File: config.mk
export PLATFORM = sky130hd
export DESIGN_NAME = switch_output_queue_flat
export DESIGN_NICKNAME = d
export VERILOG_FILES = /design/src/rtl/switch_output_queue_if.sv /design/src/rtl/switch_output_queue.sv /design/src/flat_wrapper.sv
export SDC_FILE = /design/constraint.sdc
export NUM_CORES = 1
export LEC_CHECK = 0
export BUFFER_PORTS_ARGS = -buffer_cell sky130_fd_sc_hd__buf_2
export CAP_MARGIN = 20
export CELL_PAD_IN_SITES_DETAIL_PLACEMENT = 0
export CELL_PAD_IN_SITES_GLOBAL_PLACEMENT = 1
export CORE_MARGIN = 8
export CORE_UTILIZATION = 55
export CTS_CLUSTER_SIZE = 12
export DETAILED_ROUTE_END_ITERATION = 7
export HOLD_SLACK_MARGIN = 0.15
export PLACE_DENSITY_LB_ADDON = 0.1
export REMOVE_ABC_BUFFERS = 1
export SYNTH_ARGS = -nofsm -noshare
export SYNTH_HDL_FRONTEND = slang
export SYNTH_SLANG_ARGS = --single-unit
export TNS_END_PERCENT = 1
File: constraint.sdc
create_clock -name clock -period 5.8 [get_ports clock]
set_clock_uncertainty 0.05 [all_clocks]
set_input_delay 1.16 -clock clock [delete_from_list [all_inputs] [get_ports clock]]
set_output_delay 1.16 -clock clock [all_outputs]
set_load 0.1 [all_outputs]
File: src/rtl/switch_output_queue_if.sv
// Byte-stream bus between the switch core, one output queue and its receiver.
//   in_valid/in_sop/in_eop/in_data : core -> queue packet bytes
//   data_out/ready                 : queue -> receiver popped byte, packet-available flag
//   read                           : receiver -> queue pop request
//   drop_count                     : queue -> status, packets dropped (saturating)
// Modport slave is the queue side; master is the core/receiver side.
interface switch_output_queue_if #(
   parameter int unsigned CNT_W = 8
);
   logic             in_valid;
   logic             in_sop;
   logic             in_eop;
   logic [7:0]       in_data;
   logic [7:0]       data_out;
   logic             ready;
   logic             read;
   logic [CNT_W-1:0] drop_count;

   modport slave (
      input  in_valid, in_sop, in_eop, in_data, read,
      output data_out, ready, drop_count
   );

   modport master (
      output in_valid, in_sop, in_eop, in_data, read,
      input  data_out, ready, drop_count
   );
endinterface

File: src/rtl/switch_output_queue.sv
// Packet-aware byte FIFO for one switch output port. Only complete packets become visible to
// the receiver; a packet that overflows the buffer or is aborted by a new sop is dropped whole.
// Ports:
//   clock : single clock, posedge
//   reset : synchronous, active-low; discards all stored and partial data
//   bus   : switch_output_queue_if.slave (packet input, pop handshake, drop counter)
module switch_output_queue #(
   parameter int unsigned DEPTH = 64,
   parameter int unsigned AW    = 6,
   parameter int unsigned CNT_W = 8
) (
   input logic                 clock,
   input logic                 reset,
   switch_output_queue_if.slave bus
);

   typedef enum logic [1:0] {StIdle, StRecv, StDrop} state_e;

   localparam logic [AW:0] DepthP = (AW+1)'(DEPTH);

   // {eop, data}
   logic [8:0] mem [DEPTH];

   state_e           state_q, state_d;
   logic [AW:0]      wr_ptr_q, wr_ptr_d;      // speculative, includes packet in progress
   logic [AW:0]      commit_ptr_q, commit_ptr_d;
   logic [AW:0]      rd_ptr_q, rd_ptr_d;
   logic [AW:0]      pkt_avail_q, pkt_avail_d;
   logic             ready_q;
   logic [7:0]       data_out_q, data_out_d;
   logic [CNT_W-1:0] drop_q, drop_d;
   logic [CNT_W:0]   drop_sum;

   logic             mem_we;
   logic [AW-1:0]    mem_waddr;
   logic [8:0]       mem_wdata;
   logic             pkt_inc, pkt_dec, pop;
   logic [1:0]       drop_inc;
   logic             full, base_full, start_pkt;

   // Writer FSM next state
   always_comb begin
      state_d      = state_q;
      wr_ptr_d     = wr_ptr_q;
      commit_ptr_d = commit_ptr_q;
      mem_we       = 1'b0;
      mem_waddr    = '0;
      mem_wdata    = '0;
      pkt_inc      = 1'b0;
      drop_inc     = 2'd0;
      start_pkt    = 1'b0;
      full         = (wr_ptr_q - rd_ptr_q) == DepthP;
      // A new packet always starts at commit_ptr, after any in-flight packet is rolled back.
      base_full    = (commit_ptr_q - rd_ptr_q) == DepthP;

      unique case (state_q)
         StIdle: begin
            if (bus.in_valid && bus.in_sop) start_pkt = 1'b1;
         end
         StRecv: begin
            if (bus.in_valid) begin
               if (bus.in_sop) begin
                  // Abort the unfinished packet and treat this byte as a fresh start.
                  drop_inc  = 2'd1;
                  wr_ptr_d  = commit_ptr_q;
                  start_pkt = 1'b1;
               end else if (!full) begin
                  mem_we    = 1'b1;
                  mem_waddr = wr_ptr_q[AW-1:0];
                  mem_wdata = {bus.in_eop, bus.in_data};
                  wr_ptr_d  = wr_ptr_q + 1'b1;
                  if (bus.in_eop) begin
                     commit_ptr_d = wr_ptr_q + 1'b1;
                     pkt_inc      = 1'b1;
                     state_d      = StIdle;
                  end
               end else begin
                  wr_ptr_d = commit_ptr_q;
                  drop_inc = 2'd1;
                  state_d  = bus.in_eop ? StIdle : StDrop;
               end
            end
         end
         StDrop: begin
            if (bus.in_valid) begin
               if (bus.in_sop)      start_pkt = 1'b1;
               else if (bus.in_eop) state_d   = StIdle;
            end
         end
         default: state_d = StIdle;
      endcase

      if (start_pkt) begin
         if (!base_full) begin
            mem_we    = 1'b1;
            mem_waddr = commit_ptr_q[AW-1:0];
            mem_wdata = {bus.in_eop, bus.in_data};
            wr_ptr_d  = commit_ptr_q + 1'b1;
            if (bus.in_eop) begin
               commit_ptr_d = commit_ptr_q + 1'b1;
               pkt_inc      = 1'b1;
               state_d      = StIdle;
            end else begin
               state_d = StRecv;
            end
         end else begin
            drop_inc = drop_inc + 2'd1;
            wr_ptr_d = commit_ptr_q;
            state_d  = bus.in_eop ? StIdle : StDrop;
         end
      end
   end

   // Reader and counters
   always_comb begin
      pop         = bus.read && ready_q;
      rd_ptr_d    = rd_ptr_q;
      data_out_d  = data_out_q;
      pkt_dec     = 1'b0;
      if (pop) begin
         data_out_d = mem[rd_ptr_q[AW-1:0]][7:0];
         rd_ptr_d   = rd_ptr_q + 1'b1;
         pkt_dec    = mem[rd_ptr_q[AW-1:0]][8];
      end
      // Same-edge commit and final pop cancel, keeping ready high.
      pkt_avail_d = pkt_avail_q + (AW+1)'(pkt_inc) - (AW+1)'(pkt_dec);
      drop_sum    = {1'b0, drop_q} + (CNT_W+1)'(drop_inc);
      drop_d      = drop_sum[CNT_W] ? {CNT_W{1'b1}} : drop_sum[CNT_W-1:0];
   end

   always_ff @(posedge clock) begin
      if (!reset) begin
         state_q      <= StIdle;
         wr_ptr_q     <= '0;
         commit_ptr_q <= '0;
         rd_ptr_q     <= '0;
         pkt_avail_q  <= '0;
         ready_q      <= 1'b0;
         data_out_q   <= '0;
         drop_q       <= '0;
      end else begin
         state_q      <= state_d;
         wr_ptr_q     <= wr_ptr_d;
         commit_ptr_q <= commit_ptr_d;
         rd_ptr_q     <= rd_ptr_d;
         pkt_avail_q  <= pkt_avail_d;
         ready_q      <= (pkt_avail_d != '0);
         data_out_q   <= data_out_d;
         drop_q       <= drop_d;
      end
   end

   // Storage is not reset; pointers alone define what is valid.
   always_ff @(posedge clock) begin
      if (mem_we) mem[mem_waddr] <= mem_wdata;
   end

   assign bus.data_out   = data_out_q;
   assign bus.ready      = ready_q;
   assign bus.drop_count = drop_q;

endmodule
File: src/flat_wrapper.sv
// flat-port wrapper written by rule: the top's interface ports become plain ports
module switch_output_queue_flat 
#(
   parameter int unsigned DEPTH = 64,
   parameter int unsigned AW    = 6,
   parameter int unsigned CNT_W = 8
)
  (clock, reset, bus_in_valid, bus_in_sop, bus_in_eop, bus_in_data, bus_read, bus_data_out, bus_ready, bus_drop_count);
  switch_output_queue_if #(.CNT_W(CNT_W)) bus_i ();
  input logic clock;
  input logic reset;
  input wire logic [$bits(bus_i.in_valid)-1:0] bus_in_valid;
  input wire logic [$bits(bus_i.in_sop)-1:0] bus_in_sop;
  input wire logic [$bits(bus_i.in_eop)-1:0] bus_in_eop;
  input wire logic [$bits(bus_i.in_data)-1:0] bus_in_data;
  input wire logic [$bits(bus_i.read)-1:0] bus_read;
  output wire logic [$bits(bus_i.data_out)-1:0] bus_data_out;
  output wire logic [$bits(bus_i.ready)-1:0] bus_ready;
  output wire logic [$bits(bus_i.drop_count)-1:0] bus_drop_count;
  assign bus_i.in_valid = bus_in_valid;
  assign bus_i.in_sop = bus_in_sop;
  assign bus_i.in_eop = bus_in_eop;
  assign bus_i.in_data = bus_in_data;
  assign bus_i.read = bus_read;
  assign bus_data_out = bus_i.data_out;
  assign bus_ready = bus_i.ready;
  assign bus_drop_count = bus_i.drop_count;
  switch_output_queue #(.DEPTH(DEPTH), .AW(AW), .CNT_W(CNT_W)) u_core (.clock(clock), .reset(reset), .bus(bus_i));
endmodule
Word-level counts from Yosys, hierarchy flattened --
Memories as Yosys holds them, arrays and structs flattened. A register that Yosys moved wholly into a read port is not among the register bits. Cells that the tools add are included.
Word-level totals: input bits 14, memories 1, output and inout bits 17, register bits after elaboration 47, logic and storage cells 103, bits in writable memories 576
Cells by class: add/sub/neg operators 9, multiplexer cells 67, equal/unequal tests 9, reductions and logical operators 9
Memory list:
- u_core.mem | depth 64, bits a word 9, read ports 1, clocked after memory_dff 1, wr ports 1, line switch_output_queue.sv:22 | logic [8:0] mem [DEPTH];
Operator list (number):
- $mux W7 | 14
- $mux W9 | 6
- $mux W6 | 8
- $mux W2 | 14
- $mux W1 | 22
- $add A7 B1 Y7 const B | 3
- $eq A7 B7 Y1 const B | 2
- $sub A7 B7 Y7 | 2
- $ne A3 B2 Y1 const B | 4
- $add A8 B2 Y9 | 1
- $mux W8 | 1
- $add A7 B1 Y7 | 1
- $reduce_bool A7 Y1 | 1
- $sub A7 B1 Y7 | 1
- $pmux W2 S3 | 1
- $reduce_and A5 Y1 | 1
- $reduce_bool A2 Y1 | 2
- $add A2 B1 Y2 const B | 1
- $eq A2 B1 Y1 const B | 1
- $eq A2 B2 Y1 const B | 1
- $logic_and A1 B1 Y1 | 2
- $logic_not A2 Y1 | 1
- $ne A2 B1 Y1 const B | 1
- $pmux W1 S2 | 1
- 2 further kinds | 2

Longest topological paths before layout --
depth in word-level cells 12, depth in mapped cells 20

Worst setup path before layout --
No wires, ideal clock.
path kind reg2reg, start point register u_core.commit_ptr_q[1], end point memory u_core.mem[0][5], data pin, stages on the path, launching flop included 10, path buffers 2, setup slack 1.425 ns, period minus slack after synthesis 4.375 ns, required time 5.233 ns, library setup time 0.517 ns, arrival time 3.809 ns, path through dfxtp_1 ha_1 nor2b_1 o2111a_1 o311a_1 o21ai_4 a21oi_2 buf_4 buf_2 nor2b_1
Between the ends: longest elaborated chain between the ends 4
Ends and longest elaborated chain:
- start: declaration | line switch_output_queue.sv:26 | logic [AW:0] commit_ptr_q, commit_ptr_d;
- start signal: assignment | line switch_output_queue.sv:144 | commit_ptr_q <= commit_ptr_d;
- $sub A7 B7 Y7 | line switch_output_queue.sv:54 | base_full = (commit_ptr_q - rd_ptr_q) == DepthP;
- $eq A7 B7 Y1 | line switch_output_queue.sv:54
- $mux W9 | line switch_output_queue.sv:94 | if (!base_full) begin
- $mux W9 | line switch_output_queue.sv:93 | if (start_pkt) begin
- named net u_core.mem_wdata[5] | line switch_output_queue.sv:36 | logic [8:0] mem_wdata;
- end: declaration | line switch_output_queue.sv:22
The timed path passes the listed nets, and every way through them passes these cells.

==> summary.md <==
| Metric | Value |
|---|---|
| Total leakage power | `8.97 nW` |
| Switching power share of the total | `0.235` |
| Routed wire length | `57.1 mm` |
| Number of failing setup endpoints in the final timing report | `0` |
| IO Pins | `31` |
| Row Count | `79` |
| Leading register cell type out of synthesis | `edfxtp_1` |
| Maximum buffer depth of the clock tree | `3` |
| Worst endpoint data arrival time | `around 5.2 ns` |
| Number of sinks on the clock net | `629` |
| Largest net degree at the start of global routing | `65` |
| Maximum fanout along the worst path | `31` |
| Buffers added on ports | `30` |
| Most numerous cell types in the synthesized netlist | `edfxtp_1 (576), mux4_2 (148), nor2_1 (91), a22oi_1 (67), nand2_1 (55)` |
| Via count of the first global-routing pass | `13.4k` |
| RSZ-0062 raised after global routing | `false` |
| Met3 Track Usage GR | `0.0439` |
| Detail Placement HPWL | `approximately 35 mm` |
| Share of synthesized registers carrying an async set or reset | `0` |
| Number of maximum-capacitance violations | `0` |
| Worst slack after detailed placement | `1.03 ns` |
| Internal portion of total power | `7.70 mW` |
| Endpoint kind of the worst setup timing path | `register` |
| Sequential power share | `0.507` |
| Count of endpoints failing hold in the final timing report | `0` |
| Net load switching power | `2.36 mW` |
| Power share of the combinational group | `0.116` |
| Violation count after the first detailed-routing iteration | `around 1.1k` |
| Max-slew violations | `0` |
| Flip-flop and latch area | `18400 um^2` |
| Number of nets in the final layout | `1489` |
| Result of the run | `complete, no violations` |
| Multi-input combinational cell area | `6820 um^2` |
| Starting density of the core | `0.553` |
| Proportion of synthesized chip area in sequential cells | `0.720` |
| Layout cell share with drive strength beyond 1 | `0.225` |
| Met2 Use GR | `0.345` |
| Global route total overflow | `0` |
| Slew @ Worst Pin | `1.09 ns` |
| Clock insertion delay at the later pin of the skew report | `0.58 ns` |
| Total vias in the final route | `13.0k` |
| Synth Area per Inst | `around 18 um^2` |
| Clock input transition at the sequential cells of the worst setup and hold paths | `about 0.050 ns` |
| Clock tree from TritonCTS | `done` |
| Cell area after synthesis | `25500 um^2` |
| Standard cell core area | `46200 um^2` |
| Final critical delay including setup and external delays | `4.76 ns` |
| Remaining DRCs | `0` |
| Number of antenna diodes | `0` |
| Flop and latch count out of synthesis | `around 630` |
| Antenna violation net count after detailed routing | `0` |
| Post-Route Utilization | `0.614` |
| Worst Hold Slack | `approximately 0.43 ns` |
| Number of H-tree levels | `3` |
| Die extent in y | `231 um` |
| # fillers | `3303` |
| Library cell with the largest summed area after synthesis | `edfxtp_1` |
| Wire length of the first global-routing pass | `approximately 87 mm` |
| Post-route clock period utilization | `0.821` |
| Pre-antenna DRT Iters | `5` |
| Tightest slew margin relative to the limit | `0.273` |
| Sum Neg Setup Slack | `0 ns` |
| Top Usage Layer GRT | `met2` |
| Critical path type | `reg -> reg` |
| Global routing usage on met1 | `0.307` |
| Maximum vdd drop | `0.286 mV` |
| Post-CTS Hold Buffers | `0` |
| Post-Syn Instances | `1387` |
| Nature of the critical path startpoint | `register` |
| Data required time of the critical path | `roughly 6.2 ns` |
| Hold WC Path Type | `reg -> reg` |
| Power density of the placed cells | `355 nW/um^2` |
| Clock network fraction of total power | `0.377` |
| Most frequent cell after synthesis | `edfxtp_1` |
| Resized cells post-CTS | `0` |
| Setup slack of the critical path after layout | `1.04 ns` |
| Overall die area | `53500 um^2` |
| Detailed-route vias per instance | `6.24` |
| Placer's final routability congestion estimate | `0.873` |
| Cell at the root of the clock tree | `clkbuf_16` |
| X dimension of the die | `231 um` |
| Initial antenna violation count | `1` |
| Highest Clock Rate | `210 MHz` |
| Number of clock buffers inserted by TritonCTS | `66` |
| Buffer count from post-CTS setup fixing | `0` |
| Post-synth EDFFs | `576` |
| Proportion of netlist area held by the largest area contributor | `0.678` |
| Area overhead of the layout relative to synthesis | `11.0%` |
| Top post-synthesis cells by area | `edfxtp_1 (68%), mux4_2 (13%), dfxtp_1 (4.2%), a22oi_1 (2.0%), ha_1 (1.4%)` |
| Synthesis Warnings | `0` |
| Number of different library cells in the post-synthesis netlist | `82` |
| Average routed wire per standard cell | `27.4 um` |
| Combined global-route utilization of all metal layers | `0.217` |
[critical path, cell delays in order, from the launching register on]
cell	delay, ns
dfxtp_4	0.76
mux4_2	0.58
mux4_2	0.46
nor2b_1	0.17
a211oi_1	0.30
a211oi_1	0.17
ha_1	0.32
inv_1	0.05
ha_1	0.15
inv_1	0.06
fa_1	0.43
xnor2_1	0.15
or4b_2	0.63
o41a_1	0.33
[placed cells by master (no fill, tap or decap), types with 5 or more instances in the layout]
cell type	netlist	final
nor3_1	12	11
clkbuf_16	0	66
xor2_1	8	8
nand3_1	22	22
mux4_2	148	148
a22oi_1	67	67
nand4_1	5	5
o21ai_2	5	5
xnor2_1	20	20
buf_4	2	29
a22o_1	8	8
a21oi_1	33	33
nor2b_4	0	9
nor2b_1	20	10
inv_1	32	32
edfxtp_1	576	576
clkbuf_1	41	25
o21ai_0	21	21
and2_1	10	9
dfxtp_1	53	51
ha_1	29	29
buf_2	21	30
nand2_1	55	55
nor2_1	91	89
a211oi_1	13	13
[state kept, by name, summed over array words and instances, names as in the netlist, named ones only]
name,cells
u_core.wr_ptr_q,7
u_core.bus.ready,1
u_core.bus.drop_count,8
u_core.mem,576
u_core.commit_ptr_q,7
u_core.state_q,2
u_core.pkt_avail_q,7
u_core.bus.data_out,8
u_core.rd_ptr_q,7
[metal layers]
metal	wire length, um	part of all wire
met5	18	0.00032
met1	24700	0.43
met2	27800	0.49
met3	3670	0.064
met4	1020	0.018
[cell families after synthesis]
logic type,Yosys count,synth area share
and+or+nand+nor,242,0.0450
DFF,629,0.720
xor gates and xnor gates,28,0.00961
muxes,151,0.132
buffers and inverters,104,0.0169
adders and majority gates,31,0.0158
AOI/OAI and AO/OA,202,0.0613
[final cells by class]
class | count | area share
flip-flops and latches | 629 | 0.648
multi-input cells | 654 | 0.241
clock buffers | 93 | 0.0626
well taps | 607 | 0.0268
repair buffers | 60 | 0.0137
inverters | 33 | 0.00437
clock inverters | 12 | 0.00362
[final timing paths]
check                                                         start                                  end  slack, ns  cells after the start
worst max-delay path                                       register          u_core.bus.ready$_SDFF_PN0_       1.04                     13
worst min-delay path            u_core.bus.data_out[3]$_SDFFE_PN0P_  u_core.bus.data_out[3]$_SDFFE_PN0P_       0.43                      2
worst max register to register                             register          u_core.bus.ready$_SDFF_PN0_       1.04                     13
worst min register to register  u_core.bus.data_out[3]$_SDFFE_PN0P_  u_core.bus.data_out[3]$_SDFFE_PN0P_       0.43                      2
[per-stage QoR]
step                area (um^2)  std cells  total power [mW]
finish                    28300       2088              10.1
global route              28300       2088              10.4
CTS                       28300       2086              10.1
detailed placement        26400       1981              6.37
global placement          26400       1981              6.36
floorplan                 25200       1316              6.14
[power by group through the flow]
stage / logic, mW / clock network [mW] / registers (mW)
2_1_floorplan: 0.819 / 0 / 5.32
3_3_place_gp: 1.16 / 0 / 5.19
3_5_place_dp: 1.17 / 0 / 5.20
4_1_cts: 1.18 / 3.87 / 5.10
5_1_grt: 1.27 / 4.03 / 5.11
6_report: 1.17 / 3.79 / 5.10
No activity file was read; power rests on OpenSTA's default activity.
